$ cat src/rtl/cursor_move_controller_if.sv
// Button/strobe inputs and cursor outputs shared between the board buttons
// and the VGA square-overlay logic.
interface cursor_move_controller_if;
    logic       screen_end;
    logic       up;
    logic       down;
    logic       left;
    logic       right;
    logic [3:0] cell_x;
    logic [3:0] cell_y;
    logic [9:0] x_topleft;
    logic [8:0] y_topleft;
    logic       moved;
    logic       held;

    modport master (
        output screen_end, up, down, left, right,
        input  cell_x, cell_y, x_topleft, y_topleft, moved, held
    );

    modport slave (
        input  screen_end, up, down, left, right,
        output cell_x, cell_y, x_topleft, y_topleft, moved, held
    );
endinterface

$ cat src/rtl/cursor_move_controller.sv
// Tile-cursor motion sequencer: one cell step per frame at most, with
// press / hold-delay / auto-repeat timing and clamp or wrap at board edges.
module cursor_move_controller #(
    parameter int GRID_W       = 10,
    parameter int GRID_H       = 7,
    parameter int CELL_SIZE    = 64,
    parameter int REPEAT_DELAY = 20,
    parameter int REPEAT_RATE  = 6,
    parameter int WRAP         = 0
) (
    input  logic                     clk,
    input  logic                     reset,
    cursor_move_controller_if.slave  bus
);

    localparam int SHIFT   = $clog2(CELL_SIZE);
    localparam int CNT_MAX = (REPEAT_DELAY > REPEAT_RATE) ? REPEAT_DELAY : REPEAT_RATE;
    localparam int CW      = $clog2(CNT_MAX) + 1;
    localparam logic [CW-1:0] DELAY_LAST = CW'(REPEAT_DELAY - 1);
    localparam logic [CW-1:0] RATE_LAST  = CW'(REPEAT_RATE - 1);
    localparam logic [3:0]    X_MAX      = 4'(GRID_W - 1);
    localparam logic [3:0]    Y_MAX      = 4'(GRID_H - 1);

    typedef enum logic [1:0] {
        ST_IDLE   = 2'd0,
        ST_HOLD   = 2'd1,
        ST_REPEAT = 2'd2
    } state_e;

    typedef enum logic [2:0] {
        DIR_NONE  = 3'd0,
        DIR_UP    = 3'd1,
        DIR_DOWN  = 3'd2,
        DIR_LEFT  = 3'd3,
        DIR_RIGHT = 3'd4
    } dir_e;

    // Button vectors are packed as {up, down, left, right}.
    logic [3:0]    btn_meta_q, btn_meta_d, btn_sync_q, btn_sync_d;
    logic          se_meta_q, se_meta_d, se_sync_q, se_sync_d, se_prev_q, se_prev_d;
    state_e        state_q, state_d;
    dir_e          dir_q, dir_d;
    logic [CW-1:0] frm_cnt_q, frm_cnt_d;
    logic [3:0]    cell_x_q, cell_x_d, cell_y_q, cell_y_d;
    logic [9:0]    x_tl_q, x_tl_d;
    logic [8:0]    y_tl_q, y_tl_d;
    logic          moved_q, moved_d, held_q, held_d;

    logic          frame_tick_s;
    dir_e          dir_sel_s;
    dir_e          step_dir_s;
    logic          latched_pressed_s;
    logic          step_s;

    // Synchronizer stages, frame-end edge detect and priority direction select
    always_comb begin
        btn_meta_d   = {bus.up, bus.down, bus.left, bus.right};
        btn_sync_d   = btn_meta_q;
        se_meta_d    = bus.screen_end;
        se_sync_d    = se_meta_q;
        se_prev_d    = se_sync_q;
        frame_tick_s = se_sync_q & ~se_prev_q;
        if (btn_sync_q[3]) begin
            dir_sel_s = DIR_UP;
        end else if (btn_sync_q[2]) begin
            dir_sel_s = DIR_DOWN;
        end else if (btn_sync_q[1]) begin
            dir_sel_s = DIR_LEFT;
        end else if (btn_sync_q[0]) begin
            dir_sel_s = DIR_RIGHT;
        end else begin
            dir_sel_s = DIR_NONE;
        end
    end

    // Is the button behind the latched direction still pressed?
    always_comb begin
        case (dir_q)
            DIR_UP:    latched_pressed_s = btn_sync_q[3];
            DIR_DOWN:  latched_pressed_s = btn_sync_q[2];
            DIR_LEFT:  latched_pressed_s = btn_sync_q[1];
            DIR_RIGHT: latched_pressed_s = btn_sync_q[0];
            default:   latched_pressed_s = 1'b0;
        endcase
    end

    // Press/hold/repeat sequencing; release acts on any clock, the rest on frame ticks
    always_comb begin
        state_d   = state_q;
        dir_d     = dir_q;
        frm_cnt_d = frm_cnt_q;
        step_s    = 1'b0;
        case (state_q)
            ST_IDLE: begin
                if (frame_tick_s && (dir_sel_s != DIR_NONE)) begin
                    dir_d     = dir_sel_s;
                    step_s    = 1'b1;
                    frm_cnt_d = '0;
                    state_d   = ST_HOLD;
                end else begin
                    state_d = ST_IDLE;
                end
            end
            ST_HOLD: begin
                if (!latched_pressed_s) begin
                    state_d   = ST_IDLE;
                    frm_cnt_d = '0;
                end else if (frame_tick_s) begin
                    if (frm_cnt_q == DELAY_LAST) begin
                        step_s    = 1'b1;
                        frm_cnt_d = '0;
                        state_d   = ST_REPEAT;
                    end else begin
                        frm_cnt_d = frm_cnt_q + CW'(1);
                    end
                end else begin
                    frm_cnt_d = frm_cnt_q;
                end
            end
            ST_REPEAT: begin
                if (!latched_pressed_s) begin
                    state_d   = ST_IDLE;
                    frm_cnt_d = '0;
                end else if (frame_tick_s) begin
                    if (frm_cnt_q == RATE_LAST) begin
                        step_s    = 1'b1;
                        frm_cnt_d = '0;
                    end else begin
                        frm_cnt_d = frm_cnt_q + CW'(1);
                    end
                end else begin
                    frm_cnt_d = frm_cnt_q;
                end
            end
            default: begin
                state_d   = ST_IDLE;
                frm_cnt_d = '0;
            end
        endcase
        if (state_q == ST_IDLE) begin
            step_dir_s = dir_sel_s;
        end else begin
            step_dir_s = dir_q;
        end
    end

    // Apply one step with clamp or wrap; moved only when the cell really changes
    always_comb begin
        cell_x_d = cell_x_q;
        cell_y_d = cell_y_q;
        if (step_s) begin
            case (step_dir_s)
                DIR_UP: begin
                    if (cell_y_q != 4'd0)   cell_y_d = cell_y_q - 4'd1;
                    else if (WRAP != 0)     cell_y_d = Y_MAX;
                    else                    cell_y_d = cell_y_q;
                end
                DIR_DOWN: begin
                    if (cell_y_q != Y_MAX)  cell_y_d = cell_y_q + 4'd1;
                    else if (WRAP != 0)     cell_y_d = 4'd0;
                    else                    cell_y_d = cell_y_q;
                end
                DIR_LEFT: begin
                    if (cell_x_q != 4'd0)   cell_x_d = cell_x_q - 4'd1;
                    else if (WRAP != 0)     cell_x_d = X_MAX;
                    else                    cell_x_d = cell_x_q;
                end
                DIR_RIGHT: begin
                    if (cell_x_q != X_MAX)  cell_x_d = cell_x_q + 4'd1;
                    else if (WRAP != 0)     cell_x_d = 4'd0;
                    else                    cell_x_d = cell_x_q;
                end
                default: begin
                    cell_x_d = cell_x_q;
                    cell_y_d = cell_y_q;
                end
            endcase
        end else begin
            cell_x_d = cell_x_q;
            cell_y_d = cell_y_q;
        end
        moved_d = (cell_x_d != cell_x_q) || (cell_y_d != cell_y_q);
        x_tl_d  = {6'd0, cell_x_d} << SHIFT;
        y_tl_d  = {5'd0, cell_y_d} << SHIFT;
        held_d  = (state_d != ST_IDLE);
    end

    // State registers with synchronous active-high reset
    always_ff @(posedge clk) begin
        if (reset) begin
            btn_meta_q <= 4'd0;
            btn_sync_q <= 4'd0;
            se_meta_q  <= 1'b0;
            se_sync_q  <= 1'b0;
            se_prev_q  <= 1'b0;
            state_q    <= ST_IDLE;
            dir_q      <= DIR_NONE;
            frm_cnt_q  <= '0;
            cell_x_q   <= 4'd0;
            cell_y_q   <= 4'd0;
            x_tl_q     <= 10'd0;
            y_tl_q     <= 9'd0;
            moved_q    <= 1'b0;
            held_q     <= 1'b0;
        end else begin
            btn_meta_q <= btn_meta_d;
            btn_sync_q <= btn_sync_d;
            se_meta_q  <= se_meta_d;
            se_sync_q  <= se_sync_d;
            se_prev_q  <= se_prev_d;
            state_q    <= state_d;
            dir_q      <= dir_d;
            frm_cnt_q  <= frm_cnt_d;
            cell_x_q   <= cell_x_d;
            cell_y_q   <= cell_y_d;
            x_tl_q     <= x_tl_d;
            y_tl_q     <= y_tl_d;
            moved_q    <= moved_d;
            held_q     <= held_d;
        end
    end

    assign bus.cell_x    = cell_x_q;
    assign bus.cell_y    = cell_y_q;
    assign bus.x_topleft = x_tl_q;
    assign bus.y_topleft = y_tl_q;
    assign bus.moved     = moved_q;
    assign bus.held      = held_q;

endmodule

$ cat src/flat_wrapper.sv
// flat-port wrapper written by rule: the top's interface ports become plain ports
module cursor_move_controller_flat 
#(
    parameter int GRID_W       = 10,
    parameter int GRID_H       = 7,
    parameter int CELL_SIZE    = 64,
    parameter int REPEAT_DELAY = 20,
    parameter int REPEAT_RATE  = 6,
    parameter int WRAP         = 0
)
  (clk, reset, bus_screen_end, bus_up, bus_down, bus_left, bus_right, bus_cell_x, bus_cell_y, bus_x_topleft, bus_y_topleft, bus_moved, bus_held);
  cursor_move_controller_if bus_i ();
  input  logic clk;
  input  logic reset;
  input wire logic [$bits(bus_i.screen_end)-1:0] bus_screen_end;
  input wire logic [$bits(bus_i.up)-1:0] bus_up;
  input wire logic [$bits(bus_i.down)-1:0] bus_down;
  input wire logic [$bits(bus_i.left)-1:0] bus_left;
  input wire logic [$bits(bus_i.right)-1:0] bus_right;
  output wire logic [$bits(bus_i.cell_x)-1:0] bus_cell_x;
  output wire logic [$bits(bus_i.cell_y)-1:0] bus_cell_y;
  output wire logic [$bits(bus_i.x_topleft)-1:0] bus_x_topleft;
  output wire logic [$bits(bus_i.y_topleft)-1:0] bus_y_topleft;
  output wire logic [$bits(bus_i.moved)-1:0] bus_moved;
  output wire logic [$bits(bus_i.held)-1:0] bus_held;
  assign bus_i.screen_end = bus_screen_end;
  assign bus_i.up = bus_up;
  assign bus_i.down = bus_down;
  assign bus_i.left = bus_left;
  assign bus_i.right = bus_right;
  assign bus_cell_x = bus_i.cell_x;
  assign bus_cell_y = bus_i.cell_y;
  assign bus_x_topleft = bus_i.x_topleft;
  assign bus_y_topleft = bus_i.y_topleft;
  assign bus_moved = bus_i.moved;
  assign bus_held = bus_i.held;
  cursor_move_controller #(.GRID_W(GRID_W), .GRID_H(GRID_H), .CELL_SIZE(CELL_SIZE), .REPEAT_DELAY(REPEAT_DELAY), .REPEAT_RATE(REPEAT_RATE), .WRAP(WRAP)) u_core (.clk(clk), .reset(reset), .bus(bus_i));
endmodule
$ cat config.mk
export PLATFORM = sky130hd
export DESIGN_NAME = cursor_move_controller_flat
export DESIGN_NICKNAME = d
export VERILOG_FILES = /design/src/rtl/cursor_move_controller_if.sv /design/src/rtl/cursor_move_controller.sv /design/src/flat_wrapper.sv
export SDC_FILE = /design/constraint.sdc
export NUM_CORES = 1
export LEC_CHECK = 0
export CAP_MARGIN = 20
export CORE_UTILIZATION = 35
export CTS_BUF_LIST = sky130_fd_sc_hd__clkbuf_4
export DETAILED_ROUTE_END_ITERATION = 10
export PLACE_DENSITY = 0.64
export SLEW_MARGIN = 20
export SYNTH_ARGS = -nofsm -noshare
export SYNTH_HDL_FRONTEND = slang
export SYNTH_SLANG_ARGS = --single-unit
$ cat constraint.sdc
create_clock -name clk -period 6.3 [get_ports clk]
set_input_delay 0.945 -clock clk [delete_from_list [all_inputs] [get_ports clk]]
set_output_delay 0.945 -clock clk [all_outputs]
set_load 0.01 [all_outputs]
### Word level (Yosys, flattened, before mapping)

Cells that the tools add are included.

* add/sub/neg operators: 5
* eq/ne operators: 19
* multiplexer cells: 36
* bitwise operators: 2
* reduce and logical (&&, ||, !) cells: 9

Operator list (number)
* 6-bit two-way mux: 7
* 4-bit two-way mux: 6
* 6-bit case mux with 3 select lines: 1
* 4-bit case mux with 2 select lines: 2
* 3-bit two-way mux: 5
* 3-bit by 2-bit == test with 1-bit output, second input constant: 4
* 4-bit by 1-bit adder with 4-bit output, second input constant: 2
* 1-bit two-way mux: 8
* 2-bit two-way mux: 4
* 4-bit != test: 2
* 4-bit nonzero test: 2
* 4-bit by 1-bit subtractor with 4-bit output, second input constant: 2
* 6-bit by 1-bit adder with 6-bit output, second input constant: 1
* 3-bit by 1-bit == test with 1-bit output, second input constant: 2
* 3-bit == test, second input constant: 2
* 6-bit by 3-bit == test with 1-bit output, second input constant: 1
* 6-bit by 5-bit == test with 1-bit output, second input constant: 1
* 3-bit by 2-bit != test with 1-bit output, second input constant: 2
* 2-bit case mux with 3 select lines: 1
* 4-bit by 3-bit != test with 1-bit output, second input constant: 1
* 4-bit != test, second input constant: 1
* 1-bit case mux with 4 select lines: 1
* 1-bit case mux with 3 select lines: 1
* 3-bit AND reduction: 1
* other kinds (11): 11

* register bits: 47
* bits of input ports: 7

### Logic depth before layout (Yosys ltp)

Gate-level depths: netlist (run 1).

* word-level depth: 11
* mapped depth: 9
* depth with buffers taken out: 8

### Least setup slack after synthesis (run 1)

No wires, ideal clock.

* kind: register -> register
* start point: register u_core.state_q[0]
* end point: register u_core.moved_q (netlist: u_core.bus.moved)
* data arrival time: 2151 ps
* required time: 6168 ps
* path slack: 4016 ps
* stages on the path, launching flop included: 10
* cell sequence: dfxtp_1 inv_1 ha_1 clkbuf_1 or4b_1 and2_1 o22ai_1 xor2_1 o41ai_1 a21oi_1

* word-level cells in the longest chain between the ends: 7
* elaborated cells between the ends (all ways): 16
* classes of those cells: 8 x eq/ne; 6 x mux; 2 x reduce/logical

Ends and longest elaborated chain
* from (decl): RTL line cursor_move_controller.sv:41 `state_e state_q, state_d;`
* from (signal assigned): RTL line cursor_move_controller.sv:211 `state_q <= state_d;`
* 2-bit logical NOT: RTL line cursor_move_controller.sv:93, cursor_move_controller.sv:140
* 3-bit two-way mux: RTL line cursor_move_controller.sv:140 `if (state_q == ST_IDLE) begin`
* 3-bit == test (tied with other cells): RTL line cursor_move_controller.sv:152 `case (step_dir_s)`
* 4-bit case mux with 2 select lines: RTL line cursor_move_controller.sv:152
* 4-bit two-way mux: RTL line cursor_move_controller.sv:151 `if (step_s) begin`
* 4-bit != test: RTL line cursor_move_controller.sv:182 `moved_d = (cell_x_d != cell_x_q) || (cell_y_d != cell_y_q);`
* 1-bit logical OR (*): RTL line cursor_move_controller.sv:182
* to (signal assigned): RTL line cursor_move_controller.sv:218 `moved_q <= moved_d;`
* to (decl): RTL line cursor_move_controller.sv:47 `logic moved_q, moved_d, held_q, held_d;`

Every way passes the cells marked *; elsewhere a longest branch is shown, timed or not.
A chain may end at the register's enable or synchronous reset.

### Worst setup path after layout (run 1)

Ends and elaborated chain as after synthesis.

==> results of run 1 <==
[power groups by stage]
| stage | clock network (mW) | logic [mW] | registers [mW] |
|---|---|---|---|
| 2_1_floorplan | 0 | 0.0281 | 0.212 |
| 3_3_place_gp | 0 | 0.0302 | 0.213 |
| 3_5_place_dp | 0 | 0.0303 | 0.213 |
| 4_1_cts | 0.131 | 0.0305 | 0.209 |
| 5_1_grt | 0.137 | 0.0344 | 0.210 |
| 6_report | 0.125 | 0.0305 | 0.209 |
[cells in the final DEF (no fill, tap or decap), types with 3 or more instances in the layout]
cell | synthesis | routed
dfxtp_1 | 32 | 32
nor2_1 | 26 | 26
a21oi_1 | 24 | 24
clkdlybuf4s50_1 | 0 | 23
nor2b_1 | 16 | 16
nand2_1 | 16 | 16
inv_1 | 12 | 12
ha_1 | 12 | 12
conb_1 | 1 | 12
o21ai_0 | 8 | 8
nand3_1 | 7 | 7
nor3_1 | 6 | 6
mux2i_1 | 6 | 6
clkbuf_4 | 0 | 5
or4_1 | 3 | 3
nor4b_1 | 3 | 3
a211oi_1 | 3 | 3
nor3b_1 | 3 | 3
a21o_1 | 3 | 3
or3_1 | 3 | 3
o32ai_1 | 3 | 3
[through the flow]
step / area, um2 / hold WS, ps / setup WS [ps] / power [mW] / cells
2_1_floorplan: 2210 / 414 / 4020 / 0.241 / 275
4_1_cts: 2420 / 456 / 3790 / 0.370 / 353
3_5_place_dp: 2360 / 428 / 3840 / 0.244 / 345
6_report: 2420 / 450 / 3770 / 0.365 / 353
3_3_place_gp: 2360 / 420 / 3940 / 0.244 / 345
5_1_grt: 2420 / 473 / 3560 / 0.381 / 353
[registers in the layout (all words and copies together), names as in the netlist, 2 cells and up]
register              count
u_core.btn_meta_q         4
u_core.btn_sync_q         4
u_core.bus.cell_x         4
u_core.bus.cell_y         2
u_core.bus.y_topleft      2
u_core.dir_q              3
u_core.frm_cnt_q          6
u_core.state_q            2
[critical path, stage by stage, from the launching register on]
cell	delay [ps]
dfxtp_1	390
inv_1	90
ha_1	290
or4b_1	540
and2_1	240
o22ai_1	270
xor2_1	110
o41ai_1	370
a21oi_1	110
[routing by layer]
metal / up-vias / routed length (um)
li1: 948 / -
met1: 839 / 2080
met2: 44 / 1960
met3: 11 / 199
met4: 0 / 95
met5: - / 0
[final cells by class]
type                       count  area, um2  share of cell area [%]
timing repair buffer          24        238                    9.83
sequential                    32        641                    26.5
tap                           75       93.8                    3.88
inverter                      12       45.0                    1.86
clock buffer                   5       37.5                    1.55
clock inverter                 3       23.8                   0.983
multi-input combinational    202       1340                    55.4
[worst max path at each step]
stage / from / to / slack (ps) / depth (start not counted)
final: u_core.state_q[0]$_SDFF_PP0_ / u_core.bus.moved$_SDFF_PP0_ / 3770 / 8
after global routing: u_core.state_q[0]$_SDFF_PP0_ / u_core.bus.moved$_SDFF_PP0_ / 3560 / 8
after CTS: u_core.bus.cell_y[2]$_SDFF_PP0_ / bus_y_topleft[8] / 3790 / 1
after detailed placement: u_core.state_q[0]$_SDFF_PP0_ / u_core.bus.moved$_SDFF_PP0_ / 3840 / 8
after global placement: u_core.state_q[0]$_SDFF_PP0_ / u_core.bus.moved$_SDFF_PP0_ / 3940 / 8
after floorplan: u_core.state_q[0]$_SDFF_PP0_ / u_core.bus.moved$_SDFF_PP0_ / 4020 / 9
[logic make-up (layout without fill, tap and decap cells)]
logic type / count (synthesis) / count (layout) / share of synthesized area, %
simple gates: 101 / 101 / 26.1
compound gates: 68 / 68 / 22.5
buf+inv: 41 / 44 / 10.5
flops: 32 / 32 / 29.6
fa+ha+maj: 12 / 12 / 6.94
mux: 8 / 8 / 3.82
other cells: 1 / 12 / 0.173
xor+xnor: 1 / 1 / 0.405
==> metrics.csv, run 1 <==
metric,value,unit
outcome,"complete, no violations",
seqPwrFrac,57.3,%
clock_sinks,32,
r2r_end,u_core.bus.moved$_SDFF_PP0_,
numCtsBuffers,5,
hold_path_end,u_core.btn_sync_q[1]$_SDFF_PP0_,
rsz0062_at_grt,false,
dieHeight,80.6,um
slew_headroom,49.1,%
synth_flop_cell,dfxtp_1,
setup_violations,0,
hold_violations,0,
synth_area,0.00216,mm2
first_iter_violations,136,
async_flop_share,0,%
hold_class,flip-flop to flip-flop,
syn2layout_area_growth,11.7,%
p_leak,0.864,nW
p_comb_share,8.4,%
ant_nets,0,
ys_warn_count,0,
wl,4.33,mm
r2r_setup_slack,3770,ps
worstPathRequired,6530,ps
endpoint_kind,flip-flop,
ys_seq_area_share,29.6,%
dp_hpwl,3.11,mm
num_vias,1842,
clk_pin_slew,110,ps
cts_resized,0,
period_minus_slack,2530,ps
fin_setup_tns,0,ps
grt.met3_usage,3.75,%
std_cell_rows,28,
r2r-start,u_core.state_q[0]$_SDFF_PP0_,
synth.top_cell.area_share,29.6,%
crit_path_max_fanout,9,
io_buffers,23,
intPower,0.262,mW
die_x,80.6,um
synth_area_leaders,"dfxtp_1, ha_1, buf_4",
hold_buffers,0,
clkPwrFrac,34.4,%
cp-start-kind,flip-flop,
globalRouteMet2Util,22.2,%
n_antenna_cell,0,
synth_edf_count,0,
drv_cap,0,
dieArea,0.00650,mm2
place_congestion,0.796,
pin_count,36,
reg2regPathDepth,8,
worstSetupPathType,flip-flop to flip-flop,
ys_types,60,
dr.pass1.iters,4,
clock_skew,3.92,ps
root_buffer,clkbuf_4,
grtUsageMet1,18.4,%
cts_tree,yes,
clock_latency,340,ps
tightestPinTransition,763,ps
drc,0,
p_sw_share,28.0,%
postLayoutCoreUtil,40.6,%
grt_max_degree,36,
synth-seq-cells,32,
start_util,36.3,%
finish.net_count,296,
slew_violations,0,
critPathArrivalTime,2760,ps
gr-max-usage-layer,met2,
core_area,0.00596,mm2
fmax,396,MHz
fill_cells,621,
grt_pass1_wl,7.31,mm
whs_path_depth,1,
overflow,0,
grt_use_total,14.3,%
htree_levels,2,
yosysMostFrequentCell,dfxtp_1,
post_route_cells_drive_above_1_share,6.83,%
synth_cells,264,
p_sw,0.102,mW
clockBufferDepth,2,
powerDensity,151,mW/mm2
fin_crit_sh,40.1,%
viasPerCell,5.22,
holdCritStartpoint,u_core.btn_meta_q[1]$_SDFF_PP0_,
vdd_drop_max,102,uV
post_synth.cell_area_avg,8.20,um2
synth_commonest_cells,"dfxtp_1, nor2_1, a21oi_1",
routedWlPerCell,12.3,um
post_cts_buffers,0,
antenna_found_initial,0,
grt_pass1_vias,1637,
yosys.area.top_type,dfxtp_1,
Note: power is estimated with default switching activity, not from simulation.
==> run 2: changes to the inputs <==
--- a/config.mk
+++ b/config.mk
@@ -9,7 +9,7 @@
 export CORE_UTILIZATION = 35
 export CTS_BUF_LIST = sky130_fd_sc_hd__clkbuf_4
 export DETAILED_ROUTE_END_ITERATION = 10
-export PLACE_DENSITY = 0.64
+export PLACE_DENSITY = 0.67
 export SLEW_MARGIN = 20
 export SYNTH_ARGS = -nofsm -noshare
 export SYNTH_HDL_FRONTEND = slang
==> constraint.sdc (replaced) <==
create_clock -name clk -period 2.2 [get_ports clk]
set_input_delay 0.33 -clock clk [delete_from_list [all_inputs] [get_ports clk]]
set_output_delay 0.33 -clock clk [all_outputs]
set_load 0.01 [all_outputs]
==> metrics.csv, run 2 (synthesized netlist as in run 1, its figures left out) <==
metric,value,unit
critPathArrivalTime,2430,ps
crit_family,simple AND/OR/NAND/NOR gates,
std_cell_rows,28,
wl,4.58,mm
place_congestion,0.832,
clk_pin_slew,120,ps
grt_pass1_wl,7.52,mm
placed_cells,365,
dieArea,0.00650,mm2
r2r_setup_slack,20,ps
crit_path_max_fanout,3,
clock_skew,13.8,ps
setup_violations,0,
layout.cells.non_filler,376,
cp_cell_sequence,or4b_4 -> a211oi_2 -> o2111ai_4 -> a22oi_4 -> and2b_1 -> mux2_1,
largest_reg_flops,6,
p_leak,1.01,nW
io_buffers,23,
cts_tree,yes,
grt_use_total,14.8,%
slew_violations,0,
regMostFlops,u_core.frm_cnt_q,
final_area,0.00271,mm2
outcome,"complete, no violations",
slew_headroom,67.7,%
n_antenna_cell,0,
grt_max_degree,18,
drv_cap,0,
fill_cells,560,
clock_latency,360,ps
antenna_found_initial,0,
num_vias,1906,
post_route_cells_drive_above_1_share,19.6,%
crit_buf_inv,0,
first_iter_violations,79,
rsz0062_at_grt,true,
numCtsBuffers,5,
slowest_stage,or4b_4,
start_util,36.3,%
fin_setup_tns,0,ps
finish.net_count,319,
hold_violations,0,
cpPeakStageDelay,540,ps
grt_pass1_vias,1669,
syn2layout_area_growth,25.2,%
fin_crit_sh,99.1,%
final_cell_mix,"dfxtp_1, nor2_1, a21oi_1, clkdlybuf4s50_1, buf_4",
clock_sinks,32,
final_common_cell,dfxtp_1,
dr.pass1.iters,4,
hold_buffers,0,
worstPathRequired,2450,ps
overflow,0,
total_power,1.07,mW
core_area,0.00596,mm2
root_buffer,clkbuf_4,
die_x,80.6,um
ant_nets,0,
powerDensity,393,mW/mm2
hold_class,flip-flop to flip-flop,
clockBufferDepth,2,
period_minus_slack,2180,ps
postLayoutCoreUtil,45.5,%
place_area,0.00252,mm2
viasPerCell,5.07,
endpoint_kind,flip-flop,
routedWlPerCell,12.2,um
dieHeight,80.6,um
pin_count,36,
vdd_drop_max,219,uV
worstSetupPathType,flip-flop to flip-flop,
cp-start-kind,flip-flop,
fmax,459,MHz
tightestPinTransition,472,ps
dp_hpwl,3.32,mm
htree_levels,2,
drc,0,
run 2: what timing repair did:
action | 4_1_cts | 5_1_grt
pin swaps | 1 | 7
gates cloned | 0 | 0
buffers inserted | 0 | 3
resized for setup | 2 | 20
setup endpoints to repair | 2 | 10
run 2: layer usage:
layer / GRT usage (%) / wire length, um / share of wire (%) / vias to the layer above
met5: 0 / 0 / 0 / -
met4: 6.07 / 87 / 1.9 / 0
met3: 3.41 / 135 / 2.9 / 7
met2: 24.5 / 2170 / 47 / 36
met1: 18.3 / 2190 / 48 / 874
li1: - / - / - / 989
run 2: final timing paths:
path,to,cells past startpoint,start
max,u_core.bus.y_topleft[6]$_SDFF_PP0_,6,u_core.frm_cnt_q[3]$_SDFFE_PP0P_
min,u_core.btn_sync_q[1]$_SDFF_PP0_,1,u_core.btn_meta_q[1]$_SDFF_PP0_
min reg2reg,u_core.btn_sync_q[1]$_SDFF_PP0_,1,u_core.btn_meta_q[1]$_SDFF_PP0_
max reg2reg,u_core.bus.y_topleft[6]$_SDFF_PP0_,6,u_core.frm_cnt_q[3]$_SDFFE_PP0P_
run 2: per-stage QoR:
stage / hold WS (ps) / worst slack [ps]
4_1_cts: 451 / 0.151
2_1_floorplan: 414 / 11.7
5_1_grt: 463 / -60.8
6_report: 445 / 19.7
3_5_place_dp: 423 / 11.8
3_3_place_gp: 418 / 38.8
run 2: power by group:
group	internal [mW]	switching, mW	leakage (nW)
registers	0.590	0.00836	0.261
clock network	0.125	0.238	0.0274
logic	0.0477	0.0564	0.723
run 2: layout make-up:
cell class,instances,area (um2),area share [%]
Tap cell,75,93.8,3.46
Sequential cell,32,643,23.7
Multi-Input combinational cell,202,1440,53.2
Timing Repair Buffer,47,422,15.6
Clock inverter,3,23.8,0.877
Clock buffer,5,37.5,1.39
Inverter,12,47.5,1.75
==> run 3: changes to the inputs <==
--- a/config.mk
+++ b/config.mk
@@ -6,10 +6,12 @@
 export NUM_CORES = 1
 export LEC_CHECK = 0
 export CAP_MARGIN = 20
+export CORE_ASPECT_RATIO = 0.5
 export CORE_UTILIZATION = 35
 export CTS_BUF_LIST = sky130_fd_sc_hd__clkbuf_4
 export DETAILED_ROUTE_END_ITERATION = 10
-export PLACE_DENSITY = 0.67
+export DONT_BUFFER_PORTS = 1
+export PLACE_DENSITY = 0.59
 export SLEW_MARGIN = 20
 export SYNTH_ARGS = -nofsm -noshare
 export SYNTH_HDL_FRONTEND = slang
==> metrics.csv, run 3 (synthesized netlist as in run 1, its figures left out) <==
metric,value,unit
outcome,"complete, no violations",
period_minus_slack,2130,ps
n_antenna_cell,0,
powerDensity,453,mW/mm2
clock_latency,340,ps
hold_class,input pin to flip-flop,
drv_cap,0,
hold_violations,0,
post_route_cells_drive_above_1_share,20.6,%
setup_violations,0,
antenna_found_initial,0,
layout.cells.non_filler,350,
clkPwrFrac,39.8,%
post_cts_buffers,0,
ant_nets,0,
root_buffer,clkbuf_4,
grt_use_total,15.2,%
regMostFlops,u_core.frm_cnt_q,
p_comb_share,7.1,%
slew_headroom,66.6,%
viasPerCell,5.42,
pin_count,36,
cts_tree,yes,
die_x,113,um
drc,0,
io_buffers,0,
fmax,471,MHz
core_area,0.00571,mm2
std_cell_rows,19,
clk_pin_slew,120,ps
fin_crit_sh,96.6,%
reg2regPathDepth,8,
clock_skew,20.0,ps
first_iter_violations,84,
dp_hpwl,3.41,mm
largest_reg_flops,6,
slew_violations,0,
worstPathRequired,2430,ps
seqPwrFrac,53.1,%
p_leak,0.929,nW
total_power,1.12,mW
vdd_drop_max,208,uV
whs_path_depth,1,
htree_levels,2,
routedWlPerCell,13.7,um
numCtsBuffers,5,
syn2layout_area_growth,14.4,%
worstSetupPathType,flip-flop to flip-flop,
grt_pass1_wl,7.97,mm
p_sw_share,23.9,%
dieArea,0.00652,mm2
grt_max_degree,36,
crit_path_max_fanout,6,
intPower,0.854,mW
worst_slack,74.9,ps
endpoint_kind,flip-flop,
final_cell_mix,"dfxtp_1, nor2_1, a21oi_1",
wl,4.80,mm
tightestPinTransition,486,ps
grt_pass1_vias,1730,
finish.net_count,295,
place_congestion,0.895,
start_util,37.9,%
final_area,0.00248,mm2
dieHeight,57.6,um
clock_sinks,32,
fill_cells,568,
clockBufferDepth,2,
fin_hold_ws,41.4,ps
placed_cells,342,
final_common_cell,dfxtp_1,
cp-start-kind,flip-flop,
dr.pass1.iters,5,
num_vias,1897,
pre_cts_slack,-65.6,ps
overflow,0,
rsz0062_at_grt,true,
place_area,0.00230,mm2
p_sw,0.268,mW
critPathArrivalTime,2360,ps
## run 3: cell count changes in the layout (fill, tap and decap cells not counted), moves of 2 or more
cell,delta
clkdlybuf4s50_1,-23
clkinv_1,+2
clkinvlp_4,-2
buf_6,-2
o21ai_1,+2
## run 3: final cells by class
type                            instances  area, um2  area share [%]
Clock inverter                          3       37.5            1.52
Inverter                               12       47.5            1.92
Timing Repair Buffer                   23        176            7.12
Sequential cell                        32        647            26.1
Clock buffer                            5       37.5            1.52
Multi-Input combinational cell        202       1440            58.1
Tap cell                               73       91.3            3.69
## run 3: metrics by stage
stage	utilization [%]	setup TNS, ps
final	43.4	0
after global routing	43.4	-20.5
after CTS	41.9	0
after detailed placement	40.3	-65.6
after global placement	40.3	0
after floorplan	-	0
## run 3: path summary, 6_finish.rpt
path | end | slack [ps] | start
max | u_core.bus.moved$_SDFF_PP0_ | 70 | u_core.state_q[1]$_SDFF_PP0_
min | u_core.frm_cnt_q[0]$_SDFFE_PP0P_ | 40 | reset
max reg2reg | u_core.bus.moved$_SDFF_PP0_ | 70 | u_core.state_q[1]$_SDFF_PP0_
min reg2reg | u_core.btn_sync_q[3]$_SDFF_PP0_ | 450 | u_core.btn_meta_q[3]$_SDFF_PP0_
## run 3: power groups by stage
stage | Sequential, mW | Combinational, mW | Clock (mW)
3_5_place_dp | 0.610 | 0.0731 | 0
4_1_cts | 0.597 | 0.0738 | 0.459
3_3_place_gp | 0.610 | 0.0719 | 0
2_1_floorplan | 0.608 | 0.0815 | 0
5_1_grt | 0.598 | 0.0882 | 0.487
6_report | 0.596 | 0.0792 | 0.446
## run 3: timing repair
action	4_1_cts	5_1_grt
gates resized for setup	3	20
hold buffers	0	0
pin swaps	0	6
setup endpoints to repair	1	11
## run 3: metal layers
layer / GRT usage [%] / routed length (um) / vias to the layer above
li1: - / - / 939
met3: 3.35 / 226 / 7
met1: 19.5 / 2340 / 897
met4: 5.83 / 62 / 0
met2: 25.6 / 2170 / 54
met5: 0 / 0 / -
## run 3: critical path, cell delays in order, from the launching register on
cell and delay (ps):
dfxtp_4 380, inv_2 60, ha_4 170, or4b_4 500, and2_4 190, o221ai_2 180
o221ai_2 130, o41ai_2 320, a21oi_1 100
